## config.mk

```make
export PLATFORM = sky130hd
export DESIGN_NAME = rr_mux4
export DESIGN_NICKNAME = d
export VERILOG_FILES = /design/src/rtl/mux_pkg.sv /design/src/rtl/rr_arb4.sv /design/src/rtl/rr_mux4.sv
export SDC_FILE = /design/constraint.sdc
export NUM_CORES = 1
export LEC_CHECK = 0
export ABC_AREA = 1
export CORE_MARGIN = 4
export CORE_UTILIZATION = 40
export DETAILED_ROUTE_END_ITERATION = 6
export DONT_BUFFER_PORTS = 1
export GPL_TIMING_DRIVEN = 0
export HOLD_SLACK_MARGIN = 0.03
export PLACE_DENSITY = 0.5
export RECOVER_POWER = 100
export SLEW_MARGIN = 20
export SYNTH_ARGS = -nofsm -noshare
export SYNTH_HDL_FRONTEND = slang
export SYNTH_HIERARCHICAL = 1
export SYNTH_SLANG_ARGS = --single-unit
```

## constraint.sdc

```tcl
create_clock -name clk -period 1.9 [get_ports clk]
set_clock_uncertainty 0.1 [all_clocks]
set_input_delay 0.19 -clock clk [delete_from_list [all_inputs] [get_ports clk]]
set_output_delay 0.19 -clock clk [all_outputs]
set_load 0.01 [all_outputs]
```

## src/rtl/mux_pkg.sv

```systemverilog
// Shared lane-index types for the 4-lane mux/demux pair.
package mux_pkg;

  localparam int NUM_LANES = 4;

  typedef logic [1:0] lane_sel_t;

endpackage : mux_pkg

```

## src/rtl/rr_arb4.sv

```systemverilog
// Four-way round-robin arbiter. The lane at ptr has top priority, then ptr+1,
// ptr+2 and ptr+3 (mod 4). After a grant, priority moves to the lane just past
// the winner, so a continuously requesting lane waits at most three grants.
module rr_arb4
  import mux_pkg::*;
(
  input  logic                 clk,
  input  logic                 rst,
  input  logic [NUM_LANES-1:0] req,
  input  logic                 adv,
  output lane_sel_t            gnt,
  output logic                 any_vld
);

  lane_sel_t ptr_reg;
  lane_sel_t ptr_next;
  lane_sel_t idx;

  // Scan from the lowest-priority offset up to the highest so the
  // highest-priority requester is the one left in gnt.
  always_comb begin
    gnt     = ptr_reg;
    idx     = ptr_reg;
    any_vld = |req;
    for (int k = NUM_LANES - 1; k >= 0; k--) begin
      idx = ptr_reg + lane_sel_t'(k);
      if (req[idx]) begin
        gnt = idx;
      end
    end
  end

  // Priority moves past the winner only when a beat is actually taken.
  // The 2-bit add wraps from 3 to 0 on its own.
  always_comb begin
    ptr_next = ptr_reg;
    if (adv) begin
      ptr_next = gnt + 2'd1;
    end
  end

  // Pointer register. Lane 0 has top priority out of reset.
  always_ff @(posedge clk or posedge rst) begin
    if (rst) begin
      ptr_reg <= '0;
    end else begin
      ptr_reg <= ptr_next;
    end
  end

endmodule : rr_arb4

```

## src/rtl/rr_mux4.sv

```systemverilog
// Four-into-one round-robin collector. One beat is taken per cycle from the
// winning lane into a single output register, which carries the data together
// with the 2-bit index of the lane it came from. There is no combinational path
// from any din to dout.
module rr_mux4
  import mux_pkg::*;
#(
  parameter int DATA_W = 1
) (
  input  logic              clk,
  input  logic              rst,
  input  logic [DATA_W-1:0] din0,
  input  logic [DATA_W-1:0] din1,
  input  logic [DATA_W-1:0] din2,
  input  logic [DATA_W-1:0] din3,
  input  logic              vld0,
  input  logic              vld1,
  input  logic              vld2,
  input  logic              vld3,
  output logic              rdy0,
  output logic              rdy1,
  output logic              rdy2,
  output logic              rdy3,
  output logic [DATA_W-1:0] dout,
  output logic              s1,
  output logic              s0,
  output logic              dout_vld,
  input  logic              dout_rdy
);

  logic [DATA_W-1:0]    din_arr [NUM_LANES];
  logic [NUM_LANES-1:0] vld_vec;
  logic [NUM_LANES-1:0] rdy_vec;

  lane_sel_t         gnt;
  logic              any_vld;
  logic              load_en;
  logic              adv;
  logic              run_reg;

  logic [DATA_W-1:0] dout_reg;
  lane_sel_t         sel_reg;
  logic              dout_vld_reg;

  assign din_arr[0] = din0;
  assign din_arr[1] = din1;
  assign din_arr[2] = din2;
  assign din_arr[3] = din3;
  assign vld_vec    = {vld3, vld2, vld1, vld0};

  // run_reg stays low from reset until the first clock edge after release, so
  // no lane is acked (and nothing is loaded) during or right after reset.
  always_ff @(posedge clk or posedge rst) begin
    if (rst) begin
      run_reg <= 1'b0;
    end else begin
      run_reg <= 1'b1;
    end
  end

  // The register can take a beat when it is empty or is being drained now.
  assign load_en = run_reg && (!dout_vld_reg || dout_rdy);
  assign adv     = load_en && any_vld;

  rr_arb4 u_arb (
    .clk     (clk),
    .rst     (rst),
    .req     (vld_vec),
    .adv     (adv),
    .gnt     (gnt),
    .any_vld (any_vld)
  );

  // Only the winning lane sees rdy. It depends on the valids and the pointer,
  // never on the data of that lane.
  generate
    for (genvar gi = 0; gi < NUM_LANES; gi++) begin : g_rdy
      assign rdy_vec[gi] = adv && (gnt == lane_sel_t'(gi));
    end
  endgenerate

  assign rdy0 = rdy_vec[0];
  assign rdy1 = rdy_vec[1];
  assign rdy2 = rdy_vec[2];
  assign rdy3 = rdy_vec[3];

  // Output register. If there is nothing to load, it empties but keeps the
  // last data and index. Under backpressure (load_en low) it holds everything.
  always_ff @(posedge clk or posedge rst) begin
    if (rst) begin
      dout_reg     <= '0;
      sel_reg      <= '0;
      dout_vld_reg <= 1'b0;
    end else if (load_en) begin
      if (any_vld) begin
        dout_reg     <= din_arr[gnt];
        sel_reg      <= gnt;
        dout_vld_reg <= 1'b1;
      end else begin
        dout_vld_reg <= 1'b0;
      end
    end
  end

  assign dout     = dout_reg;
  assign s1       = sel_reg[1];
  assign s0       = sel_reg[0];
  assign dout_vld = dout_vld_reg;

endmodule : rr_mux4

```

# == Word level (Yosys, flattened, before mapping) ==
# Index checks and enable logic that the tools add are counted.
# W data, S select, Z words.
# totals
output_inout_bits,8
word_cells,45
inputBits,11
regBits,7
# classes
mux,16
n_bitwise,1
n_reduce_logical,11
n_eq_ne,3
n_lt_le_gt_ge,5
n_addsub,4
# op_table
cell,n
$lt A2 B3 Y1 const B,4
$bmux W1 S2,5
$mux W2,4
$mux W1,7
$logic_and A1 B1 Y1,6
$add A2 B1 Y2 const B,2
$add A2 B2 Y2 const B,2
$eq A2 B2 Y1 const B,2
$reduce_or A4 Y1,1
$ge A3 B3 Y1 const B,1
$not A2 Y3,1
$eq A2 B1 Y1 const B,1
$logic_not A2 Y1,1
$reduce_and A2 Y1,1
$logic_not A1 Y1,1
$logic_or A1 B1 Y1,1

# == Logic depth before layout (Yosys ltp) ==
# depth
word_depth,11
depth_mapped,18
ltp_nobuf,17

# == Hierarchy ==
# The synthesis kept the hierarchy.
# modules_own_cells
mod,area_each_um2,instances,cells_each,seq_area_each_um2
rr_arb4,386.6,1,68,50.0
rr_mux4,290.3,1,41,125.1

# == Least setup slack after synthesis ==
# OpenSTA, ideal clock, no wires.
# synth_timing
path_kind,register -> output
startpoint,reg u_arb.ptr_reg[0]
endpoint,out rdy0
path_buffers,1
t_required_ps,1610
arrival_ps,1463
stages_incl_launch_ff,13
slack_ps,147
path_cell_list,dfrtp_1 buf_6 inv_8 nand2_1 nand2_2 nand2_1 nand2_1 nand2_1 nand2_2 nand3_2 nand2_1 inv_1 nor3_1
# synth_between
elab_chain_cells,9
elab_cells_between_ends,17
classes_between,add/sub: 3; mux: 12; reduce/logical: 2
# synth_rtl
element,line,source
start: declaration,rr_arb4.sv:15,lane_sel_t ptr_reg;
start signal: assignment,rr_arb4.sv:47,ptr_reg <= ptr_next;
$add A2 B2 Y2,rr_arb4.sv:26,idx = ptr_reg + lane_sel_t'(k);
$bmux W1 S2,rr_arb4.sv:27,if (req[idx]) begin
$mux W1 (implied by the code),rr_arb4.sv:27,
$mux W2 (3 in a row),rr_arb4.sv:27,
$mux W2 *,rr_arb4.sv:27,
via gnt[0],rr_mux4.sv:35,lane_sel_t gnt;
$logic_not A2 Y1 *,rr_mux4.sv:78,assign rdy_vec[gi] = adv && (gnt == lane_sel_t'(gi));
$logic_and A1 B1 Y1 *,rr_mux4.sv:78,
end: declaration,rr_mux4.sv:20,"output logic rdy0,"
# Mark *: on every way through the listed nets, which the timed path passes. The rest lies on a longest branch. The select of a mux whose other input is x is not followed.

# == Final worst setup path ==
# layout_timing
startpoint,reg u_arb.ptr_reg[0]
endpoint,out rdy3
# layout_between
elab_chain_cells,9
elab_cells_between_ends,17
classes_between,add/sub: 3; eq/ne: 1; mux: 12; reduce/logical: 1
# layout_rtl
element,line,source
$add A2 B2 Y2,rr_arb4.sv:26,
$bmux W1 S2,rr_arb4.sv:27,
$mux W1 (implied by the code),rr_arb4.sv:27,
$mux W2 (3 in a row),rr_arb4.sv:27,
$mux W2 *,rr_arb4.sv:27,
via gnt[0],rr_mux4.sv:35,
$eq A2 B2 Y1 *,rr_mux4.sv:78,
$logic_and A1 B1 Y1 *,rr_mux4.sv:78,
end: declaration,rr_mux4.sv:23,"output logic rdy3,"
# Marks and branches as above.

==> impl_metrics.py <==
metrics = {
    "grt": {
        "antenna_found_initial": 0,
        "grt_max_degree": 9,
        "grt_pass1_wl_um": 2440,
        "overflow": 0,
        "track_usage": 0.127,
        "grt_pass1_vias": 601,
    },
    "detailed_routing": {
        "firstDrtPassIters": 1,
        "initialDrtViolationCount": 0,
        "drt-wirelength-per-cell_um": 9.69,
        "ant_nets": 0,
        "viasPerCell": 4.70,
        "drc": 0,
        "totalWireLength_um": 1350,
        "dr_total_vias": 653,
    },
    "placement": {
        "port-buffer-count": 0,
        "place_hpwl_um": 1070,
        "place.gp.congestion": 0.777,
        "dpl_cell_area_um2": 697,
    },
    "clock_network": {
        "cts_tree": "yes",
        "clockBufferDepth": 2,
        "cts_buffers": 3,
        "htreeDepth": 1,
        "cts_root_buf": "clkbuf_4",
        "clk_pin_slew_ns": 0.06,
        "clock_latency_ns": 0.25,
        "cts.sinks": 7,
    },
    "floorplan": {
        "dieArea_mm2": 0.00241,
        "rows": 14,
        "boundaryPins": 19,
        "fp.dieW_um": 49.1,
        "coreArea_mm2": 0.00156,
        "initial_core_util": 0.434,
        "die_h_um": 49.1,
    },
    "synth": {
        "syn_inst": 109,
        "ys_top_cells_by_count": "nand2_1 (37), inv_1 (20), nand2_2 (14)",
        "synth_top_area_frac": 0.259,
        "ys.flop_type": "dfrtp_1",
        "syn_area_um2": 677,
        "synth_fp_nets": 120,
        "synth_warnings": 6,
        "synthTopCellsByArea": "dfrtp_1 (26%), nand2_1 (21%), nand2_2 (13%)",
        "synth_edf_count": 0,
        "syn_avg_cell_area_um2": 6.21,
        "synth-seq-cells": 7,
        "yosysMostFrequentCell": "nand2_1",
        "synth_seq_area_share": 0.259,
        "yosysTopAreaCell": "dfrtp_1",
        "synthArstFlopShare": 1.00,
        "ys_types": 20,
    },
    "critical_path": {
        "critPathRequiredTime_ns": 1.61,
        "cp-end-kind": "output port",
        "crit_type": "reg -> out",
        "startpoint_type": "flip-flop",
        "crit_fanout": 8,
        "critPathArrivalTime_ns": 1.73,
    },
    "timing": {
        "fin_crit_sh": 1.06,
        "setup-tns-final_ns": -0.335,
        "setup_viol": 5,
        "fin_crit_ns": 2.02,
        "max_freq_ghz": 0.496,
        "holdWs_ns": 0.0722,
        "drv_slew": 0,
        "hold_viol_final": 0,
        "rsz0062_at_grt": "yes",
        "fin_ws_ns": -0.117,
    },
    "run_status": {
        "violations": "negative setup slack",
        "status": "finished, violations left",
    },
    "min_path": {
        "hp-class": "in -> reg",
    },
    "pwr": {
        "p_leak_uw": 0.000516,
        "ir_drop_uv": 632,
        "p_per_area_mw_per_mm2": 2000,
    },
    "cells_and_area": {
        "num_antenna_cells": 0,
        "postLayoutCellArea_um2": 882,
        "area_delta_synth_final_pct": 30.3,
        "drive_gt1_frac": 0.455,
        "fin_nets": 135,
    },
    "job": {
        "maxCapViolations": 0,
    },
}
[logic make-up (layout without fill, tap and decap cells)]
| logic type | count (synthesis) | after routing | share of synthesized area |
|---|---|---|---|
| AOI/OAI and AO/OA | 3 | 3 | 0.0351 |
| buffers and inverters | 26 | 40 | 0.166 |
| DFF | 7 | 7 | 0.259 |
| other | 1 | 1 | 0.00554 |
| and+or+nand+nor | 72 | 72 | 0.534 |
[worst paths after layout]
| check | from | slack [ns] | depth (start not counted) | end |
|---|---|---|---|---|
| max | u_arb/ptr_reg[0] | -0.12 | 14 | rdy3 |
| min | dout_rdy | 0.07 | 3 | dout_vld |
| max reg2reg | u_arb/ptr_reg[0] | -0.01 | 18 | dout |
| min reg2reg | sel_reg[0] | 0.45 | 2 | sel_reg[0] |
| max in group asynchronous | rst | 1.32 | 2 | sel_reg[1] |
| min in group asynchronous | rst | 0.15 | 2 | u_arb/ptr_reg[0] |
[worst max-delay path: stages (launching register included)]
cell	delay [ns]
dfrtp_1	0.37
buf_6	0.14
clkinv_8	0.06
nand2_2	0.04
nand2_2	0.08
nand2_2	0.07
nand2_2	0.06
inv_1	0.05
nand2_2	0.08
nand2_2	0.05
nand2_2	0.07
nand2_2	0.06
inv_4	0.10
nand2_4	0.08
nor2_4	0.14
[placed cells by master (no fill, tap or decap), types with 2 or more instances in the layout]
master	count
inv_1	18
buf_4	7
nand3_1	6
clkbuf_4	3
nand2_4	2
nor3_4	2
nor2_4	3
nand2_1	31
nand4_1	2
nand2_2	18
buf_6	3
dfrtp_1	6
nand3_2	4
nor2_2	3
inv_2	5
[routing by layer]
layer,track usage,vias to the layer above,part of all wire
met4,0.0616,0,0.027
met3,0.0336,6,0.047
met5,0,-,0
li1,-,349,-
met2,0.210,15,0.47
met1,0.150,283,0.45
[per-stage QoR]
step | cells | power [µW] | setup slack, ns | utilization
after global routing | 139 | 1960 | -0.238 | 0.566
after floorplan | 109 | 1070 | 0.147 | -
final | 139 | 1760 | -0.117 | 0.566
after global placement | 125 | 1210 | -0.000335 | 0.447
after CTS | 136 | 1680 | -0.143 | 0.542
after detailed placement | 125 | 1210 | -0.00296 | 0.447
[power breakdown]
group | leakage (µW) | internal [µW] | switching, µW
Combinational | 0.000417 | 567 | 792
Clock | 0.0000177 | 77.0 | 58.0
Sequential | 0.0000813 | 211 | 58.0
Total | 0.000516 | 855 | 908
[layout make-up]
class	count	area, µm²
fill	161	677
multi-input combinational	76	453
sequential	7	176
inverter	25	109
timing repair buffer	10	85.1
clock buffer	3	22.5
tap	16	20.0
buffer	1	11.3
clock inverter	1	5.00
[repair_timing]
item                                   CTS  global route
pin swaps                                4             4
endpoints found under the hold margin    7             0
setup endpoints to repair                5             5
gates resized for setup                 20             4
hold buffers                             1             0
setup buffers                            6             3
Note: power is estimated with default switching activity, not from simulation.
